==> src/rtl/fa_arbiter.sv <==
`default_nettype none
// ============================================================================
// Module  : fa_arbiter
// Brief   : Shares one external final_adder between NREQ requesters; three-state
//           IDLE/CALC/RESP sequencer with registered response and op counter.
//           Define FA_ARB_RR_EN for round-robin grant, else fixed priority (idx 0 wins).
// Revision: 1.0 - initial release
// ============================================================================
module fa_arbiter #(
  parameter int NREQ = 4,
  parameter int W    = 10
) (
  input  logic                     clk,
  input  logic                     rst_n,
  input  logic [NREQ-1:0]          req_valid,
  output logic [NREQ-1:0]          req_ready,
  input  logic [NREQ*W-1:0]        req_a,
  input  logic [NREQ*W-1:0]        req_b,
  output logic [W-1:0]             adder_a,
  output logic [W-1:0]             adder_b,
  input  logic [W-1:0]             adder_s,
  input  logic                     adder_cout,
  output logic                     rsp_valid,
  input  logic                     rsp_ready,
  output logic [$clog2(NREQ)-1:0]  rsp_id,
  output logic [W-1:0]             rsp_sum,
  output logic                     rsp_cout,
  output logic                     busy,
  output logic [15:0]              op_count
);

  localparam int IDW = $clog2(NREQ);

  typedef enum logic [1:0] {
    S_IDLE = 2'd0,
    S_CALC = 2'd1,
    S_RESP = 2'd2
  } state_t;

  state_t          r_state;
  logic [W-1:0]    r_op_a;
  logic [W-1:0]    r_op_b;
  logic [IDW-1:0]  r_id;
  logic            r_rsp_valid;
  logic [IDW-1:0]  r_rsp_id;
  logic [W-1:0]    r_rsp_sum;
  logic            r_rsp_cout;
  logic [15:0]     r_op_count;

  logic            w_found;
  logic [IDW-1:0]  w_win;
  logic            w_grant;

`ifdef FA_ARB_RR_EN
  logic [IDW-1:0]  r_ptr;
  logic [IDW-1:0]  w_idx;

  function automatic logic [IDW-1:0] f_wrap(input logic [IDW:0] v);
    return IDW'((v >= (IDW+1)'(NREQ)) ? v - (IDW+1)'(NREQ) : v);
  endfunction

  // Scan upward from the pointer; the first valid requester wins.
  always_comb begin
    w_found = 1'b0;
    w_win   = '0;
    w_idx   = '0;
    for (int i = 0; i < NREQ; i++) begin
      w_idx = f_wrap({1'b0, r_ptr} + (IDW+1)'(i));
      if (!w_found && req_valid[w_idx]) begin
        w_found = 1'b1;
        w_win   = w_idx;
      end
    end
  end
`else
  always_comb begin
    w_found = |req_valid;
    w_win   = '0;
    for (int i = NREQ - 1; i >= 0; i--) begin
      if (req_valid[i]) begin
        w_win = IDW'(i);
      end
    end
  end
`endif

  // Grant only from IDLE, so a response handshake can never overlap an accept.
  assign w_grant   = w_found && (r_state == S_IDLE) && rst_n;
  assign req_ready = w_grant ? (NREQ'(1) << w_win) : '0;

  assign adder_a   = r_op_a;
  assign adder_b   = r_op_b;
  assign rsp_valid = r_rsp_valid;
  assign rsp_id    = r_rsp_id;
  assign rsp_sum   = r_rsp_sum;
  assign rsp_cout  = r_rsp_cout;
  assign busy      = (r_state != S_IDLE);
  assign op_count  = r_op_count;

  always_ff @(posedge clk or negedge rst_n) begin
    if (!rst_n) begin
      r_state     <= S_IDLE;
      r_op_a      <= '0;
      r_op_b      <= '0;
      r_id        <= '0;
      r_rsp_valid <= 1'b0;
      r_rsp_id    <= '0;
      r_rsp_sum   <= '0;
      r_rsp_cout  <= 1'b0;
      r_op_count  <= '0;
`ifdef FA_ARB_RR_EN
      r_ptr       <= '0;
`endif
    end else begin
      case (r_state)
        S_IDLE: begin
          if (w_found) begin
            r_op_a  <= req_a[w_win*W +: W];
            r_op_b  <= req_b[w_win*W +: W];
            r_id    <= w_win;
`ifdef FA_ARB_RR_EN
            r_ptr   <= f_wrap({1'b0, w_win} + (IDW+1)'(1));
`endif
            r_state <= S_CALC;
          end
        end
        S_CALC: begin
          r_rsp_sum   <= adder_s;
          r_rsp_cout  <= adder_cout;
          r_rsp_id    <= r_id;
          r_rsp_valid <= 1'b1;
          r_state     <= S_RESP;
        end
        S_RESP: begin
          if (rsp_ready) begin
            r_rsp_valid <= 1'b0;
            r_op_count  <= r_op_count + 16'd1;
            r_state     <= S_IDLE;
          end
        end
        default: r_state <= S_IDLE;
      endcase
    end
  end

endmodule
`default_nettype wire

==> config.mk <==
export PLATFORM = sky130hd
export DESIGN_NAME = fa_arbiter
export DESIGN_NICKNAME = d
export VERILOG_FILES = /design/src/rtl/fa_arbiter.sv
export SDC_FILE = /design/constraint.sdc
export NUM_CORES = 1
export LEC_CHECK = 0
export ABC_AREA = 0
export CAP_MARGIN = 20
export CORE_UTILIZATION = 30
export DETAILED_ROUTE_END_ITERATION = 12
export DONT_BUFFER_PORTS = 1
export PLACE_DENSITY_LB_ADDON = 0.1
export SETUP_SLACK_MARGIN = 0.15
export SYNTH_ARGS = -nofsm -noshare
export SYNTH_HDL_FRONTEND = slang
export SYNTH_SLANG_ARGS = --single-unit
export TNS_END_PERCENT = 100
==> constraint.sdc <==
create_clock -name clk -period 1.5 [get_ports clk]
set_input_delay 0.225 -clock clk [delete_from_list [all_inputs] [get_ports clk]]
set_output_delay 0.225 -clock clk [all_outputs]
set_load 0.01 [all_outputs]
After elaboration in Yosys (flattened, before gate mapping)

Index checks and enable logic that the tools add are counted.

Flip-flop bits (word level): 54
Input bits: 98
Word-level logic and storage cells: 38

Shift operators: 3
$mul: 1
Muxes and demuxes: 10
$add $sub $neg: 1
Equality and inequality tests: 4
Reductions and logical operators: 10

Operator list:

| cell                                                                | count |
|---|---|
| 40-bit by 7-bit variable part select with 10-bit output             | 2 |
| 16-bit by 1-bit adder with 16-bit output (second input constant)    | 1 |
| 2-bit two-way mux                                                   | 6 |
| 2-bit AND reduction                                                 | 4 |
| 2-bit one-hot mux with 3 select lines                               | 1 |
| 2-bit by 3-bit multiplier with 5-bit output (second input constant) | 1 |
| 4-bit two-way mux                                                   | 1 |
| 2-bit inequality test (second input constant)                       | 2 |
| 2-bit nonzero test                                                  | 2 |
| 4-bit OR reduction                                                  | 1 |
| 1-bit by 2-bit << shifter with 4-bit output (first input constant)  | 1 |
| 2-bit by 1-bit == test with 1-bit output (second input constant)    | 1 |
| 2-bit == test (second input constant)                               | 1 |
| 1-bit logical AND                                                   | 2 |
| 2-bit logical NOT                                                   | 1 |
| 1-bit one-hot mux with 2 select lines                               | 1 |
| 1-bit two-way mux                                                   | 1 |

Longest topological paths before layout

Gate-level depths: netlist of run 1.

Depth in word-level cells: 6
Gate-level depth with buffers: 5
Gate-level depth less buffers: 4

Least setup slack after synthesis of run 1

OpenSTA, ideal clock, no wires.

Kind: register to register
Start: register r_state[0]
End: register r_op_count[7], in the netlist op_count[7]
Cell stages (with the launch flop): 5
Data arrival time: 1.257 ns
Setup slack: 0.164 ns
Path through: dfrtp_1 -> nand3b_2 -> nor3_4 -> and3_1 -> xor2_1

Cells in the longest elaborated chain, start to end: 2

RTL lines:

| item                          | RTL line | text |
|---|---|---|
| start: declaration            | 40       | `state_t r_state;` |
| start signal: assignment      | 102      | `r_state <= S_IDLE;` |
| start signal: assignment      | 124      | `r_state <= S_CALC;` |
| start signal: assignment      | 132      | `r_state <= S_RESP;` |
| 2-bit == test                 | 115      | `case (r_state)` |
| 2-bit AND reduction (no line) | --       |  |
| end signal: assignment        | 137      | `r_op_count <= r_op_count + 16'd1;` |
| end: declaration              | 48       | `logic [15:0] r_op_count;` |

No other way between the ends.
A chain may end at the register's enable or synchronous reset.

Final worst setup path of run 1

Start: register r_state[0]
End: register r_op_count[12], in the netlist op_count[12]

Same word-level chain as after synthesis.

==> results.py, run 1 <==
metrics = {
    "sta": {
        "hold_viol": 54,
        "worst_pin_slew_ns": 0.348,
        "finalHoldWorstSlack_ns": -0.393,
        "fin_crit_ns": 1.47,
        "maxSlewHeadroom": 0.768,
        "fmax_ghz": 0.682,
        "min_period_over_period": 0.977,
        "finalSetupTns_ns": 0,
        "finClkSkew_ns": 0.00955,
        "rsz0062_at_grt": "true",
        "timing_max_transition_violations_final": 0,
        "setup_viol": 0,
    },
    "pwr": {
        "power_w": 0.00559,
        "leakage_nw": 1.31,
        "power.density_nw_per_um2": 1810,
        "ir_worst_vdd_v": 0.000635,
    },
    "synth": {
        "synthAdderAreaFrac": 0.00485,
        "synth_top_family_by_area": "compound AO/OA/AOI/OAI gates",
        "synth-compound-area-share": 0.207,
        "synth_xor_area_frac": 0.0509,
        "yosys_register_bits": 54,
        "muxShareOfSynthArea": 0.0611,
        "synthesis.nets": 329,
        "yosysSeqAreaShare": 0.524,
        "synth_area_per_cell_um2": 11.2,
        "syn_area_um2": 2580,
        "post_synth_num_cell_types": 33,
        "synthSimpleGateAreaFrac": 0.123,
        "yosys_warnings": 0,
        "syn_inst": 230,
    },
    "grt": {
        "grt_max_degree": 59,
        "grt-ovfl-total": 0,
        "grt_pass1_wl_mm": 10.3,
        "first_global_vias": 1955,
        "antenna_found_initial": 0,
        "grtUsageTotal": 0.152,
    },
    "detailed_routing": {
        "drt_wl_total_mm": 6.89,
        "postRouteAntennaNets": 0,
        "wire_per_inst_um": 19.3,
        "drt_iter0_drc": 104,
        "firstDrtPassIters": 7,
        "vias_per_cell": 5.63,
        "drc": 0,
        "vias": 2011,
    },
    "setup_path": {
        "worstPathCellList": "buf_6, and4b_2, and4_4, nand4_1, xnor2_1",
        "slowest_delay_ns": 0.46,
        "cp.required_ns": 1.69,
        "worstSetupEndpointType": "flip-flop",
        "cp_max_fo": 6,
        "start_kind": "flip-flop",
        "path_class": "reg2reg",
        "cpMaxStageDelayCell": "dfrtp_2",
        "cp.arrival_ns": 1.66,
    },
    "die": {
        "die_y_um": 94.7,
        "io_pins": 153,
        "die_w_um": 94.7,
        "rows": 33,
        "initial_core_util": 0.312,
        "core-area_um2": 8260,
        "dieArea_um2": 8970,
    },
    "clock_tree": {
        "cts_max_level": 2,
        "clock_path_buffers": 2,
        "insertion_delay_ns": 0.31,
        "root_buffer": "clkbuf_8",
        "numCtsBuffers": 5,
        "cts_tree": "yes",
        "cts.sinks": 54,
        "cts.clk_slew.worst_paths_ns": 0.10,
    },
    "outcome": {
        "outcome": "finished with violations",
        "violations": "negative hold slack",
    },
    "final_layout": {
        "final_layout_size_suffix_gt1_frac": 0.226,
        "diodes": 0,
        "area_growth_pct": 19.5,
        "final_nets": 350,
        "final_cell_mix": "dfrtp_1, a21oi_1, nor2_1, buf_4",
        "final_common_cell": "dfrtp_1",
    },
    "placement": {
        "dp_hpwl_mm": 4.87,
        "io_buffers": 0,
        "place.gp.congestion": 0.728,
    },
    "run": {
        "cap_viol_max_count": 0,
    },
    "hold_path": {
        "min_path_type": "in2async",
    },
}
[cell type report]
cell class	count	area, um^2
Multi-Input combinational cell	157	1200
Sequential cell	54	1350
Fill cell	843	5170
Clock inverter	1	5.00
Clock buffer	7	86.3
Timing Repair Buffer	31	300
Inverter	2	10.0
Tap cell	105	131
[Yosys cell counts]
cell | number | area (um^2)
and4_4 | 1 | 11.3
o221a_2 | 1 | 11.3
o21bai_1 | 1 | 7.51
and4b_2 | 1 | 11.3
mux2_2 | 1 | 11.3
nand4_1 | 3 | 18.8
and4_1 | 3 | 26.3
dfrtp_1 | 54 | 1350
nand3b_2 | 1 | 11.3
xor2_1 | 2 | 17.5
o21a_1 | 1 | 7.51
nand3_1 | 6 | 30.0
a21o_1 | 1 | 7.51
xnor2_1 | 13 | 114
ha_1 | 1 | 12.5
buf_1 | 1 | 3.75
nor2_1 | 24 | 90.1
a222oi_1 | 20 | 200
a22o_1 | 20 | 175
a21oi_1 | 24 | 120
nor3_4 | 1 | 16.3
mux2_1 | 13 | 146
and3_1 | 5 | 31.3
and2_1 | 1 | 6.26
nor2b_2 | 1 | 8.76
or2_1 | 2 | 12.5
buf_2 | 4 | 20.0
clkbuf_1 | 12 | 45.0
inv_1 | 2 | 7.51
nor2b_1 | 2 | 12.5
and2b_1 | 1 | 7.51
nand2_1 | 6 | 22.5
o21ai_0 | 1 | 5.00
[power breakdown]
| group | internal [W] | leakage (nW) | switching [W] |
|---|---|---|---|
| Combinational | 0.00108 | 0.605 | 0.000919 |
| Clock | 0.000374 | 0.0482 | 0.000476 |
| Sequential | 0.00205 | 0.652 | 0.000683 |
[critical path: cells and delay by family (launching register included)]
family,cells,cell delay [ns]
buf+inv,1,0.13
xor+xnor,1,0.14
flops,1,0.46
simple gates,3,0.63
[timing repair]
item | CTS | global route
endpoints found under the setup margin | 13 | 52
setup buffers | 7 | 1
gates resized for setup | 10 | 9
endpoints found under the hold margin | 54 | 54
pin swaps | 12 | 6
gates cloned | 1 | 1
[state kept, by name, indices dropped and copies added (netlist names)]
signal     cells
r_state        2
rsp_cout       1
adder_b       10
op_count      16
adder_a       10
r_id           2
rsp_id         2
rsp_sum       10
rsp_valid      1
[per-stage QoR]
step	utilization	cells	instance area [um^2]	setup WS [ns]
global route	0.373	357	3080	-0.0277
detailed placement	0.344	339	2840	0.0532
global placement	0.344	339	2840	0.0982
CTS	0.365	355	3020	0.0174
floorplan	-	230	2580	0.164
finish	0.373	357	3080	0.0342
[per-layer routing]
layer  vias up  share of wire  GRT usage
li1        914              -          -
met1       986           0.39      0.170
met2       106           0.51      0.273
met3         5          0.088     0.0523
met4         0          0.010     0.0417
met5         -              0          0
[logic make-up (layout without fill, tap and decap cells)]
group                      after synthesis  in the layout
xor gates and xnor gates                15             15
AOI/OAI and AO/OA                       69             69
buffers and inverters                   19             41
muxes                                   14             14
adders and majority gates                1              1
and+or+nand+nor                         58             58
DFF                                     54             54
[path summary, 6_finish.rpt]
kind,cells after the start,slack [ns],to,from
worst max-delay path,5,0.03,op_count[12],r_state[0]
worst min-delay path,0,-0.39,r_id[0],rst_n
worst max register to register,5,0.03,op_count[12],r_state[0]
worst min register to register,1,0.54,rsp_id[1],r_id[1]
max in group asynchronous,0,1.77,adder_b[0],rst_n
min in group clk,1,0.05,rsp_sum[9],adder_s[9]
No activity file was read; power rests on OpenSTA's default activity.
==> run 2: changes to the inputs <==
Settings changed: ABC_CLOCK_PERIOD_IN_PS set to 1500.
==> results of run 2 <==
No change in the layout: final DEF, timing and power equal those of run 1.
==> run 3: changes to the inputs <==
Settings changed: ABC_AREA 0 to 1.
==> results.py, run 3 <==
metrics = {
    "synth": {
        "synth_area_per_cell_um2": 7.04,
        "syn_area_um2": 3160,
        "yosysSeqAreaShare": 0.428,
        "synthFlopType": "dfrtp_1",
        "ys_async_sr_fraction": 1.00,
        "synth_area_leaders": "dfrtp_1, nand2_1, nand3_1",
        "synth_edf_count": 0,
        "yosys-top-cells-count": "nand2_1, inv_1, nand3_1",
        "post-synth-top-count-cell": "nand2_1",
        "yosys_register_bits": 54,
        "synthesis.nets": 548,
        "yosysTopAreaCell": "dfrtp_1",
        "syn_inst": 449,
        "post_synth_num_cell_types": 23,
        "yosys_warnings": 0,
        "synth_top_area_frac": 0.428,
    },
    "pwr": {
        "p_sw_frac": 0.382,
        "p_clk_frac": 0.195,
        "ir_worst_vdd_v": 0.000789,
        "leakage_nw": 1.93,
        "power.density_nw_per_um2": 1640,
        "power_w": 0.00631,
        "seqPwrFrac": 0.428,
        "p_int_w": 0.00390,
        "power_frac_comb": 0.377,
        "power.switching_w": 0.00241,
    },
    "final_layout": {
        "final_common_cell": "nand2_1",
        "final_cells": 609,
        "fillers": 1094,
        "final_layout_size_suffix_gt1_frac": 0.199,
        "fin_area_um2": 3840,
        "final_nets": 571,
        "area_growth_pct": 21.6,
        "diodes": 0,
        "largest_reg_flops": 16,
        "final_cell_mix": "nand2_1, nand3_1, inv_1, nor2_1, dfrtp_1",
    },
    "sta": {
        "rsz0062_at_grt": "true",
        "fin_crit_ns": 1.59,
        "setup_viol": 4,
        "min_period_over_period": 1.06,
        "finalSetupTns_ns": -0.251,
        "worst_pin_slew_ns": 0.393,
        "maxSlewHeadroom": 0.738,
        "worst_slack_ns": -0.0907,
        "finalHoldWorstSlack_ns": -0.413,
        "timing_max_transition_violations_final": 0,
        "hold_viol": 54,
        "finClkSkew_ns": 0.00975,
        "fmax_ghz": 0.629,
    },
    "clock_tree": {
        "cts.clk_slew.worst_paths_ns": 0.11,
        "clock_path_buffers": 2,
        "numCtsBuffers": 5,
        "cts.sinks": 54,
        "root_buffer": "clkbuf_8",
        "cts_tree": "yes",
        "insertion_delay_ns": 0.31,
        "cts_max_level": 2,
    },
    "setup_path": {
        "worstSetupEndpointType": "output port",
        "cpMaxStageDelayCell": "dfrtp_1",
        "cp_max_fo": 4,
        "critPathTopFamily": "flip-flops",
        "cp.required_ns": 1.27,
        "path_class": "reg2out",
        "worstPathCellList": "inv_2, nand2_4, a21oi_4, nand2_4, nor3_4",
        "path_common_cell": "nand2_4",
        "cp.arrival_ns": 1.37,
        "start_kind": "flip-flop",
        "slowest_delay_ns": 0.40,
        "path_buf_inv": 1,
    },
    "placement": {
        "place.gp.congestion": 0.766,
        "place_inst": 586,
        "io_buffers": 0,
        "placed_area_um2": 3430,
        "dp_hpwl_mm": 6.42,
        "place_ws_ns": 0.127,
    },
    "hold_path": {
        "min_path_type": "in2async",
    },
    "grt": {
        "grtUsageTotal": 0.158,
        "grt-ovfl-total": 0,
        "antenna_found_initial": 0,
        "first_global_vias": 2792,
        "grt_max_degree": 57,
        "grt_pass1_wl_mm": 13.7,
    },
    "die": {
        "die_w_um": 105,
        "core-area_um2": 10300,
        "die_y_um": 105,
        "rows": 37,
        "io_pins": 153,
        "initial_core_util": 0.308,
        "dieArea_um2": 10900,
    },
    "detailed_routing": {
        "drc": 0,
        "vias_per_cell": 4.67,
        "postRouteAntennaNets": 0,
        "wire_per_inst_um": 14.2,
        "drt_wl_total_mm": 8.63,
        "drt_iter0_drc": 98,
        "vias": 2841,
        "firstDrtPassIters": 4,
    },
    "outcome": {
        "outcome": "finished with violations",
        "violations": "negative hold slack, negative setup slack",
    },
    "run": {
        "cap_viol_max_count": 0,
    },
}
-- run 3: kinds of logic after synthesis --
logic type / count (synthesis) / share of synthesized area
flip-flops: 54 / 0.428
multiplexers: 11 / 0.0392
XOR/XNOR: 7 / 0.0194
buffers and inverters: 83 / 0.105
adder cells (fa/ha/maj): 1 / 0.00396
AND/OR/NAND/NOR: 259 / 0.346
AO/OA/AOI/OAI: 34 / 0.0586
-- run 3: timing repair --
| action | 4_1_cts | 5_1_grt |
|---|---|---|
| gates resized for setup | 15 | 35 |
| pin swaps | 4 | 13 |
| buffers inserted | 8 | 7 |
| endpoints found under the setup margin | 25 | 37 |
| hold endpoints to repair | 54 | 54 |
-- run 3: stage by stage --
step                       util  hold slack, ns
after floorplan               -         -0.0706
after global placement    0.334         -0.0695
after detailed placement  0.334         -0.0693
after CTS                 0.358          -0.426
after global routing      0.374          -0.433
final                     0.374          -0.413
-- run 3: final timing paths --
check	end	depth (start not counted)	startpoint	slack (ns)
setup / recovery	req_ready[0]	5	r_state[0]	-0.09
hold / removal	op_count[11]	0	rst_n	-0.41
setup reg to reg	op_count[11]	10	r_state[0]	0.05
hold reg to reg	r_id[0]	2	r_id[0]	0.53
max in group asynchronous	op_count[3]	0	rst_n	1.81
min in group clk	r_state[1]	1	rsp_ready	0.02
-- run 3: final cells by class --
cell class	instances	area, um^2	share of cell area
flip-flops and latches	54	1360	0.353
multi-input cells	312	1610	0.419
repair buffers	35	313	0.0814
inverters	64	249	0.0648
clock buffers	6	82.6	0.0215
clock inverters	2	60.1	0.0156
well taps	136	170	0.0443
-- run 3: power by group through the flow --
stage	registers, W	logic, W	clock network, W
after floorplan	0.00261	0.00137	0
after global routing	0.00278	0.00265	0.00131
final	0.00270	0.00238	0.00123
after detailed placement	0.00275	0.00187	0
after global placement	0.00274	0.00183	0
after CTS	0.00272	0.00215	0.00127
-- run 3: per-layer routing --
layer  vias to the layer above  GRT usage  routed length, um
met5                         -          0                  0
met4                         0     0.0362                 69
met3                         6     0.0437                656
met2                       107      0.267               4110
met1                      1285      0.200               3790
li1                       1443          -                  -
